[src/rtl/pc_stack_unit.sv]
// Program counter with a hardware return-address stack; every command resolves in one cycle.
// No backpressure: a rejected call (full) or ret (empty) holds all state and raises sticky stk_err.
module pc_stack_unit #(
    parameter int unsigned           WIDTH      = 16,
    parameter int unsigned           DEPTH      = 8,
    parameter logic [WIDTH-1:0]      RESET_ADDR = '0
) (
    input  logic                         clk,
    input  logic                         reset,
    input  logic                         ld,
    input  logic                         inc,
    input  logic                         br,
    input  logic                         call,
    input  logic                         ret,
    input  logic                         clr_err,
    input  logic [WIDTH-1:0]             D,
    input  logic [WIDTH-1:0]             off,
    output logic [WIDTH-1:0]             Q,
    output logic [WIDTH-1:0]             top,
    output logic [$clog2(DEPTH):0]       depth_cnt,
    output logic                         full,
    output logic                         empty,
    output logic                         stk_err
);

    localparam int unsigned AW = $clog2(DEPTH);
    localparam logic [WIDTH-1:0] PC_ONE    = WIDTH'(1);
    localparam logic [AW:0]      CNT_ONE   = (AW+1)'(1);
    localparam logic [AW:0]      CNT_DEPTH = (AW+1)'(DEPTH);

    logic [WIDTH-1:0] stack [DEPTH];
    logic [AW-1:0]    top_idx;
    logic [AW-1:0]    wr_idx;
    logic [WIDTH-1:0] ret_addr;
    logic [WIDTH-1:0] q_nxt;
    logic [AW:0]      cnt_nxt;
    logic             push;
    logic             err_set;

    assign full     = (depth_cnt == CNT_DEPTH);
    assign empty    = (depth_cnt == '0);
    assign top_idx  = AW'(depth_cnt - CNT_ONE);
    assign wr_idx   = depth_cnt[AW-1:0];
    assign ret_addr = Q + PC_ONE;
    // Stale entries above depth_cnt are masked so storage needs no reset.
    assign top      = empty ? '0 : stack[top_idx];

    always_comb begin
        q_nxt   = Q;
        cnt_nxt = depth_cnt;
        push    = 1'b0;
        err_set = 1'b0;
        if (call) begin
            if (full) begin
                err_set = 1'b1;
            end else begin
                push    = 1'b1;
                cnt_nxt = depth_cnt + CNT_ONE;
                q_nxt   = D;
            end
        end else if (ret) begin
            if (empty) begin
                err_set = 1'b1;
            end else begin
                q_nxt   = top;
                cnt_nxt = depth_cnt - CNT_ONE;
            end
        end else if (ld) begin
            q_nxt = D;
        end else if (br) begin
            q_nxt = Q + off;
        end else if (inc) begin
            q_nxt = Q + PC_ONE;
        end
    end

    always_ff @(posedge clk or posedge reset) begin
        if (reset) begin
            Q         <= RESET_ADDR;
            depth_cnt <= '0;
            stk_err   <= 1'b0;
        end else begin
            Q         <= q_nxt;
            depth_cnt <= cnt_nxt;
            stk_err   <= err_set | (stk_err & ~clr_err);
        end
    end

    always_ff @(posedge clk) begin
        if (push && !reset) begin
            stack[wr_idx] <= ret_addr;
        end
    end

endmodule

[config.mk]
export PLATFORM = sky130hd
export DESIGN_NAME = pc_stack_unit
export DESIGN_NICKNAME = d
export VERILOG_FILES = /design/src/rtl/pc_stack_unit.sv
export SDC_FILE = /design/constraint.sdc
export NUM_CORES = 1
export LEC_CHECK = 0
export CORE_MARGIN = 8
export CORE_UTILIZATION = 54
export CTS_CLUSTER_DIAMETER = 100
export DETAILED_ROUTE_END_ITERATION = 10
export PLACE_DENSITY = 0.76
export SLEW_MARGIN = 20
export SYNTH_ARGS = -nofsm -noshare
export SYNTH_HDL_FRONTEND = slang
export SYNTH_SLANG_ARGS = --single-unit
[constraint.sdc]
create_clock -name clk -period 7.1 [get_ports clk]
set_input_delay 1.42 -clock clk [delete_from_list [all_inputs] [get_ports clk]]
set_output_delay 1.42 -clock clk [all_outputs]
set_load 0.03 [all_outputs]
After elaboration in Yosys (flattened, before gate mapping)
Memories as Yosys holds them, arrays and structs flattened.
Index checks and enable logic that the tools add are counted.
{"block": "totals", "register_bits": 21, "ram_bits": 128, "in_bits": 40, "output_inout_bits": 39, "elab_cells": 42, "mem_count": 1}
{"block": "classes", "add_sub_neg": 4, "eq_ne": 4, "mux": 20, "bitwise_logic": 3, "reduce_logical": 7}
{"memory": "stack", "words": 8, "width": 16, "read_ports": 1, "rd_clocked_by_memory_dff": 0, "write_ports": 1, "line_no": "31", "source": "logic [WIDTH-1:0] stack [DEPTH];"}
{"operator": "16-bit two-way mux", "n": 8}
{"operator": "16-bit by 1-bit adder with 16-bit output (second input constant)", "n": 1}
{"operator": "16-bit adder", "n": 1}
{"operator": "4-bit two-way mux", "n": 4}
{"operator": "1-bit two-way mux", "n": 8}
{"operator": "3-bit AND reduction", "n": 2}
{"operator": "5-bit nonzero test", "n": 1}
{"operator": "4-bit by 1-bit adder with 4-bit output (second input constant)", "n": 1}
{"operator": "4-bit == test (second input constant)", "n": 1}
{"operator": "4-bit zero test", "n": 1}
{"operator": "2-bit != test (second input constant)", "n": 2}
{"operator": "4-bit by 1-bit subtractor with 4-bit output (second input constant)", "n": 1}
{"operator": "3-bit != test (second input constant)", "n": 1}
{"operator": "2-bit nonzero test", "n": 1}
{"operator": "1-bit bitwise AND", "n": 1}
{"operator": "1-bit logical AND", "n": 1}
{"operator": "1-bit zero test", "n": 1}
{"operator": "1-bit inverter", "n": 1}
{"operator": "1-bit bitwise OR", "n": 1}

Longest topological paths before layout
Gate-level depths: netlist (run 1).
{"block": "logic_depth", "depth_word": 6, "ltp_mapped": 12}

Worst setup path before layout (run 1)
Ideal clock, no wire load.
{"block": "synth_timing", "path_type": "input -> register", "startpoint": "input port call", "endpoint": "memory stack[1][0] (enable)", "setup_ns": 0.409, "arrival_ns": 3.549, "t_required_ns": 6.691, "setup_slack_ns": 3.141, "path_stages": 5, "path_buffers": 3, "path_cell_list": "clkbuf_1 buf_2 buf_1 nand4_1 nor3_1"}
{"block": "synth_via", "elab_chain_len": 4}
{"element": "start, declared", "line_no": "13", "source": "input logic call,"}
{"element": "1-bit two-way mux", "line_no": "53", "source": "if (call) begin"}
{"element": "1-bit logical AND", "line_no": "90", "source": "if (push && !reset) begin"}
{"element": "1-bit two-way mux", "line_no": "90"}
{"element": "1-bit two-way mux (not written as such)", "line_no": "91", "source": "stack[wr_idx] <= ret_addr;"}
{"element": "end, declared", "line_no": "31"}
No other way between the ends.

Worst setup path after layout (run 1)
{"block": "layout_timing", "startpoint": "register depth_cnt[0]", "endpoint": "output port top[1]"}
{"block": "layout_via", "elab_chain_len": 3}
{"element": "start, declared", "line_no": "20", "source": "output logic [$clog2(DEPTH):0] depth_cnt,"}
{"element": "start signal, assigned", "line_no": "84", "source": "depth_cnt <= cnt_nxt;"}
{"element": "4-bit by 1-bit subtractor with 4-bit output"}
{"element": "memory 8 x 16 bit"}
{"element": "16-bit two-way mux (*)", "line_no": "46", "source": "assign top = empty ? '0 : stack[top_idx];"}
{"element": "end, declared", "line_no": "19", "source": "output logic [WIDTH-1:0] top,"}
Mark *: on every way between the ends. The rest lies on a longest branch, timed or not.

==> metrics, run 1 <==
largest net degree at the start of global routing=40; Slew Limit Headroom=0.290; multi-input gate area in the final layout=0.00294 mm^2; summed instance area of the synthesized netlist=0.00750 mm^2; Leak Pwr=3.19 nW; status=finished clean; part of the total power dissipated in combinational logic=0.519; register area=0.00437 mm^2; Die Wd=134 um; list of most frequent post-synthesis cells=sky130_fd_sc_hd__edfxtp_1, sky130_fd_sc_hd__nand2_1, sky130_fd_sc_hd__nor2_1, sky130_fd_sc_hd__a21oi_1; DRC violation count after routing=0; total of warnings raised by yosys=0; proportion of total power due to net switching=0.432; distinct cell type count after synthesis=74; final count of pins violating max slew=0; min setup slack post-route=1.68 ns; Psw=2.04 mW; antenna-violating nets left=0; Mapped Nets=610; number of max-cap violations=0; RSZ-0062 raised after global routing=no; fraction of post-synthesis cell area in the top cell type by area=0.513; antenna violations before repair=0; fill cell instance count of the final layout=952; skew final=0.00936 ns; number of buffers added to fix hold violations after cts=0; violation count after the first detailed-routing iteration=657; Post-synth top flop=sky130_fd_sc_hd__edfxtp_1; share of cells above drive strength 1=0.128; Final Instance Area=0.00904 mm^2; Placeable Area=0.0137 mm^2; number of iterations in the first detailed-routing pass=5; average detailed-routed wire length per instance=23.1 um; time the worst path needs with I/O delays and setup=5.42 ns; count of cells resized by post-cts repair=0; Startpoint Class=register; remaining global-route overflow=0; Setup Crit Path Kind=register to primary output; # Post-CTS Setup Buffers=0; maximum buffer depth of the clock tree=2; number of endpoints failing setup at the final stage=0; number of clock sinks=149; cell-internal power=2.68 mW; number of enable-type register cells in the synthesized netlist=128; Worst Hold Class=register to register; Tightest Pin Transition=1.06 ns; Vert. Die Dim=134 um; fin crit share=0.763; via-per-instance ratio=6.34; initial standard-cell utilization of the core=0.546; level count of the clock H-tree=4; top-count cell post-synth=sky130_fd_sc_hd__edfxtp_1; Seq cells post-synth=149; critical-path maximum fanout=39; data arrival time of the critical path=4.00 ns; async set-or-reset flop fraction in the synthesized netlist=0.141; instance area after placement=0.00846 mm^2; via count of the first global-routing pass=5193; Synth-to-Final Area Change=20.6%; Synth Instances=551; half-perimeter wire length after detailed placement=13300 um; total power divided by cell area=521 mW/mm^2; worst slack on hold paths=0.596 ns; later-pin clock latency in the skew report=0.42 ns; utilization after layout=0.659; number of antenna cells inserted=0; sequential cell fraction of total power=0.292; Synth area leaders=sky130_fd_sc_hd__edfxtp_1, sky130_fd_sc_hd__dfrtp_1, sky130_fd_sc_hd__mux4_2; # port buffers=78; routed via count=5242; CTS tree=done; Hold Violations, Final=0; proportion of power drawn by the clock network=0.189; first-pass GRT wire length=29400 um; I/O pin count=79; library cell used as clock root buffer=sky130_fd_sc_hd__clkbuf_16; total number of placement rows=43; Crit. End Element=primary output; total track usage=0.215; full die area=0.0179 mm^2; clock-pin slew on the worst setup and hold paths=0.07 ns; cts bufs inserted=17; Setup WS pre-CTS=2.10 ns; sequential fraction of the synthesis area=0.583; Post-Route Setup TNS=0 ns; average size of a mapped cell=13.6 um^2; Achievable Freq=0.185 GHz; nets@finish=693; cell taking the most area after synthesis=sky130_fd_sc_hd__edfxtp_1; Final Routed Wirelength=19100 um; highest ir drop seen on vdd=0.244 mV; Final GP Congestion=0.882; required arrival time at the worst endpoint=5.68 ns
-- cells by family (layout without fill, tap and decap cells) --
group                    Yosys count  in the layout  share of synthesized area
buffers and inverters             40            136                     0.0282
XOR/XNOR                          27             27                     0.0336
adder cells (fa/ha/maj)           19             19                     0.0327
multiplexers                      34             34                      0.104
flip-flops                       149            149                      0.583
AO/OA/AOI/OAI                    131            131                      0.124
AND/OR/NAND/NOR                  151            151                     0.0946
-- worst paths after layout --
check,start,to,slack [ns],depth (start not counted)
worst min register to register,stk_err,stk_err,0.60,2
worst min-delay path,stk_err,stk_err,0.60,2
worst max-delay path,depth_cnt[0],top[1],1.68,8
max in group asynchronous,reset,depth_cnt[0],4.93,2
min in group asynchronous,reset,Q[15],1.51,2
worst max register to register,depth_cnt[0],stack[6][12],3.58,8
-- stage by stage --
stage,instances,power (mW)
6_report,827,4.71
5_1_grt,827,4.92
4_1_cts,827,4.72
3_5_place_dp,795,3.81
3_3_place_gp,795,3.76
2_1_floorplan,551,2.98
-- worst max-delay path, cell delays in order, from the launching register on --
cell and delay [ns]:
sky130_fd_sc_hd__dfrtp_2 0.35, sky130_fd_sc_hd__buf_4 0.53, sky130_fd_sc_hd__inv_1 0.15, sky130_fd_sc_hd__ha_1 0.78, sky130_fd_sc_hd__buf_4 0.38, sky130_fd_sc_hd__mux4_2 0.23, sky130_fd_sc_hd__nand2_1 0.05, sky130_fd_sc_hd__a21oi_1 0.34
sky130_fd_sc_hd__clkdlybuf4s50_1 0.76
-- layout by cell type (no fill, tap or decap), types with 4 or more instances in the layout --
cell type,count
sky130_fd_sc_hd__o22ai_1,5
sky130_fd_sc_hd__o221ai_1,7
sky130_fd_sc_hd__a21o_1,4
sky130_fd_sc_hd__mux4_1,11
sky130_fd_sc_hd__xnor2_1,14
sky130_fd_sc_hd__nand3_1,11
sky130_fd_sc_hd__ha_1,18
sky130_fd_sc_hd__inv_6,6
sky130_fd_sc_hd__nor3_1,5
sky130_fd_sc_hd__nand2_1,63
sky130_fd_sc_hd__nand4_1,7
sky130_fd_sc_hd__o211ai_1,4
sky130_fd_sc_hd__clkdlybuf4s50_1,78
sky130_fd_sc_hd__mux4_2,21
sky130_fd_sc_hd__a221oi_1,7
sky130_fd_sc_hd__clkbuf_16,17
sky130_fd_sc_hd__buf_4,12
sky130_fd_sc_hd__xor2_1,11
sky130_fd_sc_hd__a21oi_1,32
sky130_fd_sc_hd__edfxtp_1,128
sky130_fd_sc_hd__o21ai_0,16
sky130_fd_sc_hd__and4_1,5
sky130_fd_sc_hd__nor2_1,36
sky130_fd_sc_hd__inv_8,5
sky130_fd_sc_hd__dfrtp_1,20
sky130_fd_sc_hd__o21ai_1,7
sky130_fd_sc_hd__and2_1,5
sky130_fd_sc_hd__o211a_1,4
sky130_fd_sc_hd__inv_1,14
sky130_fd_sc_hd__o21a_1,5
-- layer usage --
| metal | routed length (um) | GRT usage | share of wire |
|---|---|---|---|
| met3 | 1470 | 0.0449 | 0.077 |
| met5 | 0 | 0 | 0 |
| met2 | 9430 | 0.357 | 0.49 |
| met1 | 7590 | 0.266 | 0.40 |
| met4 | 603 | 0.0967 | 0.032 |
-- state kept, by name, summed over array words and instances, names as in the netlist --
name       cells
Q             16
depth_cnt      4
stack        128
stk_err        1
-- power groups by stage --
stage	registers (mW)	clock network [mW]	logic (mW)
6_report	1.38	0.889	2.45
5_1_grt	1.39	0.928	2.60
4_1_cts	1.37	0.898	2.45
3_5_place_dp	1.39	0	2.43
3_3_place_gp	1.38	0	2.38
2_1_floorplan	1.45	0	1.53
-- cell type report --
| class | count | area share |
|---|---|---|
| clock buffers | 17 | 0.0470 |
| clock inverters | 15 | 0.0177 |
| inverters | 14 | 0.00581 |
| multi-input cells | 362 | 0.325 |
| flip-flops and latches | 149 | 0.483 |
| well taps | 180 | 0.0249 |
| repair buffers | 90 | 0.0963 |
Power figures use the tool's default switching activity.
==> run 2, diff against run 1 <==
- CORE_UTILIZATION: 54 -> 52
- clock period: 7.1 -> 4.7 ns (I/O delays scaled with it)
==> metrics, run 2 (synthesis gave the netlist of run 1 again) <==
proportion of power drawn by the clock network=0.172 (-0.017); via count of the first global-routing pass=5592 (+7.7%); maximum buffer depth of the clock tree=2 (unchanged); later-pin clock latency in the skew report=0.41 ns (about the same); Crit. End Element=primary output; register ranked first by flip-flop count=stack; CTS tree=done; proportion of total power due to net switching=0.430 (-0.00173); hold worst-path end=stk_err; antenna violations before repair=0 (unchanged); leading registers by flop count=stack: 128 flops, Q: 16 flops, depth_cnt: 4 flops; count of cells resized by post-cts repair=0 (unchanged); total power divided by cell area=781 mW/mm^2 (+50%); # Post-CTS Setup Buffers=0 (unchanged); Tightest Pin Transition=0.956 ns (-0.105 ns); sequential cell fraction of total power=0.293 (about the same); part of the total power dissipated in combinational logic=0.535 (+0.016); Leak Pwr=3.22 nW (+0.89%); endpoint of the most critical register-to-register path=Q[12]; Setup WS pre-CTS=0.852 ns (-1.25 ns); number of buffers added to fix hold violations after cts=0 (unchanged); # port buffers=78 (unchanged); highest ir drop seen on vdd=0.339 mV (+39%); Final Routed Wirelength=20400 um (+6.8%); number of iterations in the first detailed-routing pass=5 (unchanged); Setup Crit Path Kind=register to primary output; cell depth of the worst flop-to-flop path=8 (unchanged); number of endpoints failing setup at the final stage=0 (unchanged); Placeable Area=0.0143 mm^2 (+4.3%); worst min-delay path startpoint=stk_err; routed via count=5363 (+2.3%); number of max-cap violations=0 (unchanged); clock-pin slew on the worst setup and hold paths=0.06 ns (about the same); library cell used as clock root buffer=sky130_fd_sc_hd__clkbuf_16; Final Instance Area=0.00908 mm^2 (+0.47%); Worst Hold Class=register to register; commonest non-fill, non-tap cell in the layout=sky130_fd_sc_hd__edfxtp_1; Psw=3.05 mW (+50%); skew final=0.0114 ns (+0.00203 ns); RSZ-0062 raised after global routing=no; average detailed-routed wire length per instance=24.2 um (+4.6%); number of clock sinks=149 (unchanged); critical-path maximum fanout=14 (-64%); remaining global-route overflow=0 (unchanged); status=finished clean; Final GP Congestion=0.911 (+3.3%); share of cells above drive strength 1=0.138 (+0.00959); required arrival time at the worst endpoint=3.76 ns (-1.92 ns); DRC violation count after routing=0 (unchanged); time the worst path needs with I/O delays and setup=4.37 ns; instance area after placement=0.00856 mm^2 (+1.2%); first-pass GRT wire length=31400 um (+6.9%); worst hold stages=2 (unchanged); data arrival time of the critical path=3.43 ns (-0.57 ns); antenna-violating nets left=0 (unchanged); fin crit share=0.929; via-per-instance ratio=6.35 (+0.25%); ordered cell list for the critical path=inv_1 -> ha_1 -> xor2_2 -> nand2_1 -> a21oi_1 -> clkdlybuf4s50_1; I/O pin count=79 (unchanged); Reg-to-Reg Start=Q[0]; total number of placement rows=44 (+2.3%); Startpoint Class=register; worst reg2reg setup slack=1.84 ns (-1.74 ns); Die Wd=136 um (+1.7%); half-perimeter wire length after detailed placement=14200 um (+6.6%); number of antenna cells inserted=0 (unchanged); initial standard-cell utilization of the core=0.524 (-0.0227); Hold Violations, Final=0 (unchanged); Slew Limit Headroom=0.358 (+0.0683); Largest stage delay, worst path=0.76 ns (-0.02 ns); full die area=0.0185 mm^2 (+3.4%); Achievable Freq=0.229 GHz; level count of the clock H-tree=4 (unchanged); commonest non-fill, non-tap cells in the layout=sky130_fd_sc_hd__edfxtp_1, sky130_fd_sc_hd__clkdlybuf4s50_1, sky130_fd_sc_hd__nand2_1; violation count after the first detailed-routing iteration=590 (-10%); total track usage=0.227 (+0.0116); cell-internal power=4.04 mW (+51%); number of flip-flops in the largest register=128 (unchanged); utilization after layout=0.635 (-0.0244); Synth-to-Final Area Change=21.2%; nets@finish=708 (+2.2%); Critical-path top delay cell=sky130_fd_sc_hd__clkdlybuf4s50_1; largest net degree at the start of global routing=39 (-2.5%); min setup slack post-route=0.331 ns (-1.35 ns); Vert. Die Dim=136 um (+1.7%); Post-Route Setup TNS=0 ns (unchanged); final count of pins violating max slew=0 (unchanged); cts bufs inserted=17 (unchanged)
[run 2: metal layers]
layer / vias to the layer above / share of wire / global-route usage / wire length [um]
li1: 2374 / - / - / -
met1: 2663 / 0.39 / 0.272 / 7990
met2: 276 / 0.50 / 0.385 / 10200
met3: 50 / 0.073 / 0.0414 / 1500
met4: 0 / 0.032 / 0.113 / 657
met5: - / 0 / 0 / 0
[run 2: cell type report]
type | instances | area [um^2]
flip-flops and latches | 149 | 4370
multi-input cells | 362 | 2930
inverters | 14 | 52.6
well taps | 184 | 230
fillers | 1029 | 5230
clock inverters | 9 | 82.6
repair buffers | 105 | 983
clock buffers | 21 | 440
[run 2: power groups by stage]
stage          combinational (mW)  clock (mW)  sequential (mW)
2_1_floorplan                2.30           0             2.19
3_3_place_gp                 3.70           0             2.07
3_5_place_dp                 3.75           0             2.09
4_1_cts                      3.79        1.23             2.07
5_1_grt                      4.03        1.28             2.11
6_report                     3.80        1.22             2.08
[run 2: critical path, delay by kind of cell, from the launching register on]
kind	cells	cell delay (ns)
adders and majority gates	1	0.32
AOI/OAI and AO/OA	1	0.44
buffers and inverters	2	0.90
and+or+nand+nor	1	0.13
DFF	1	0.50
xor gates and xnor gates	1	0.72
[run 2: worst max path at each step]
stage                      start     endpoint  slack (ns)  cells after the start
global route        depth_cnt[1]       top[3]        0.16                      6
detailed placement  depth_cnt[1]       top[3]        0.85                      6
global placement    depth_cnt[1]       top[3]        0.94                      6
floorplan                   call  stack[1][0]        1.22                      5
CTS                 depth_cnt[1]       top[3]        0.36                      6
finish              depth_cnt[1]       top[3]        0.33                      6
[run 2: through the flow]
step | instances | hold slack (ns) | power (mW)
3_5_place_dp | 814 | 0.533 | 5.84
5_1_grt | 844 | 0.580 | 7.42
2_1_floorplan | 551 | 0.674 | 4.50
6_report | 844 | 0.544 | 7.09
4_1_cts | 844 | 0.546 | 7.09
3_3_place_gp | 814 | 0.532 | 5.77
==> run 3, diff against run 2 <==
- CELL_PAD_IN_SITES_DETAIL_PLACEMENT: unset -> 1
- CELL_PAD_IN_SITES_GLOBAL_PLACEMENT: unset -> 2
- CORE_UTILIZATION: 52 -> 36
- PLACE_DENSITY: 0.76 -> 0.75
==> metrics, run 3 (synthesis gave the netlist of run 1 again) <==
status=finished clean; worst hold stages=2 (unchanged); CP Depth=7 (+1); full die area=0.0257 mm^2 (+39%); count of non-filler cells in the finished layout=924 (+9.5%); maximum buffer depth of the clock tree=2 (unchanged); via-per-instance ratio=5.57 (-12%); library cell used as clock root buffer=sky130_fd_sc_hd__clkbuf_16; Setup Crit Path Kind=register to primary output; Placed Cells=893 (+9.7%); Startpoint Class=register; Hold Violations, Final=0 (unchanged); cell depth of the worst flop-to-flop path=8 (unchanged); antenna violations before repair=0 (unchanged); RSZ-0062 raised after global routing=no; number of endpoints failing setup at the final stage=0 (unchanged); Die Wd=160 um (+18%); required arrival time at the worst endpoint=3.76 ns (about the same); instance area after placement=0.00862 mm^2 (+0.64%); count of cells resized by post-cts repair=0 (unchanged); Post-Route Setup TNS=0 ns (unchanged); time the worst path needs with I/O delays and setup=4.30 ns (-0.0697 ns); Tightest Pin Transition=0.955 ns (-0.000772 ns); # port buffers=78 (unchanged); I/O pin count=79 (unchanged); Vert. Die Dim=160 um (+18%); Achievable Freq=0.233 GHz (+1.6%); remaining global-route overflow=0 (unchanged); Synth-to-Final Area Change=22.4%; skew final=0.00499 ns (-0.00640 ns); routed via count=5151 (-4.0%); critical-path maximum fanout=10 (-4); total number of placement rows=52 (+18%); register ranked first by flip-flop count=stack; level count of the clock H-tree=4 (unchanged); Placeable Area=0.0204 mm^2 (+42%); commonest non-fill, non-tap cells in the layout=sky130_fd_sc_hd__edfxtp_1, sky130_fd_sc_hd__clkdlybuf4s50_1, sky130_fd_sc_hd__nand2_1; commonest non-fill, non-tap cell in the layout=sky130_fd_sc_hd__edfxtp_1; Worst Hold Class=register to register; antenna-violating nets left=0 (unchanged); Critical-path top delay cell=sky130_fd_sc_hd__clkdlybuf4s50_1; later-pin clock latency in the skew report=0.42 ns (about the same); total power divided by cell area=788 mW/mm^2 (+0.88%); Slew Limit Headroom=0.361 (+0.00274); first-pass GRT wire length=34600 um (+10%); ordered cell list for the critical path=inv_1 -> ha_1 -> xnor2_2 -> buf_4 -> nand2_1 -> a21oi_1 -> clkdlybuf4s50_1; Final GP Congestion=0.825 (-9.5%); number of antenna cells inserted=0 (unchanged); Leak Pwr=3.20 nW (-0.72%); worst slack on hold paths=0.553 ns (+0.00921 ns); Final Instance Area=0.00917 mm^2 (+0.98%); Final Routed Wirelength=22500 um (+11%); number of flip-flops in the largest register=128 (unchanged); largest net degree at the start of global routing=39 (unchanged); number of iterations in the first detailed-routing pass=4 (-1); Setup WS pre-CTS=0.842 ns (-0.00966 ns); highest ir drop seen on vdd=0.311 mV (-8.1%); DRC violation count after routing=0 (unchanged); total track usage=0.177 (-0.0492); number of max-cap violations=0 (unchanged); CTS tree=done; share of cells above drive strength 1=0.136 (-0.00179); Largest stage delay, worst path=0.77 ns (about the same); clock-pin slew on the worst setup and hold paths=0.06 ns (about the same); average detailed-routed wire length per instance=24.4 um (+1.0%); min setup slack post-route=0.401 ns (+0.0697 ns); # Post-CTS Setup Buffers=0 (unchanged); leading registers by flop count=stack: 128 flops, Q: 16 flops, depth_cnt: 4 flops; nets@finish=701 (-0.99%); fin crit share=0.915 (-0.0148); worst path buffer plus inverter count=3 (+1); number of clock sinks=149 (unchanged); violation count after the first detailed-routing iteration=231 (-61%); via count of the first global-routing pass=5603 (+0.20%); initial standard-cell utilization of the core=0.368 (-0.156); Largest delay share family, worst path=buffers and inverters; half-perimeter wire length after detailed placement=16000 um (+12%); number of buffers added to fix hold violations after cts=0 (unchanged); final count of pins violating max slew=0 (unchanged); data arrival time of the critical path=3.36 ns (-0.07 ns); cts bufs inserted=17 (unchanged); Crit. End Element=primary output
[run 3: cell types whose count changed in the layout (fill, tap and decap cells not counted), sizes merged]
cell,change
clkbuf,-3
buf,-7
clkinvlp,+1
inv,+3
[run 3: worst reg2reg max path, delay by kind of cell, from the launching register on]
kind                       cells  cell delay, ns
adders and majority gates      2            0.79
DFF                            1            0.54
and+or+nand+nor                1            0.09
AOI/OAI and AO/OA              5            1.41
[run 3: power breakdown]
group / switching (mW) / total, mW / internal [mW]
Sequential: 0.243 / 2.08 / 1.84
Clock: 0.557 / 1.29 / 0.733
Combinational: 2.38 / 3.85 / 1.47
[run 3: final cells by class]
cell class | instances | area [um^2]
well taps | 270 | 338
fillers | 2100 | 11200
clock inverters | 13 | 128
repair buffers | 98 | 931
flip-flops and latches | 149 | 4370
multi-input cells | 362 | 2930
inverters | 14 | 52.6
clock buffers | 18 | 429
[run 3: routing by layer]
metal | global-route usage | up-vias | share of wire
met5 | 0 | - | 0
met4 | 0.0624 | 0 | 0.022
met3 | 0.0340 | 27 | 0.040
met2 | 0.309 | 107 | 0.50
met1 | 0.216 | 2659 | 0.43
li1 | - | 2358 | -
[run 3: final timing paths]
check	from	end	slack [ns]
worst max-delay path	depth_cnt[1]	top[0]	0.40
worst min-delay path	stk_err	stk_err	0.55
worst max register to register	Q[0]	Q[12]	1.76
worst min register to register	stk_err	stk_err	0.55
max in group asynchronous	reset	depth_cnt[0]	3.52
min in group asynchronous	reset	Q[13]	0.90
[run 3: through the flow]
step           power [mW]   util
6_report             7.23  0.450
5_1_grt              7.60  0.450
4_1_cts              7.29  0.450
3_5_place_dp         5.97  0.423
3_3_place_gp         5.88  0.423
2_1_floorplan        4.50      -
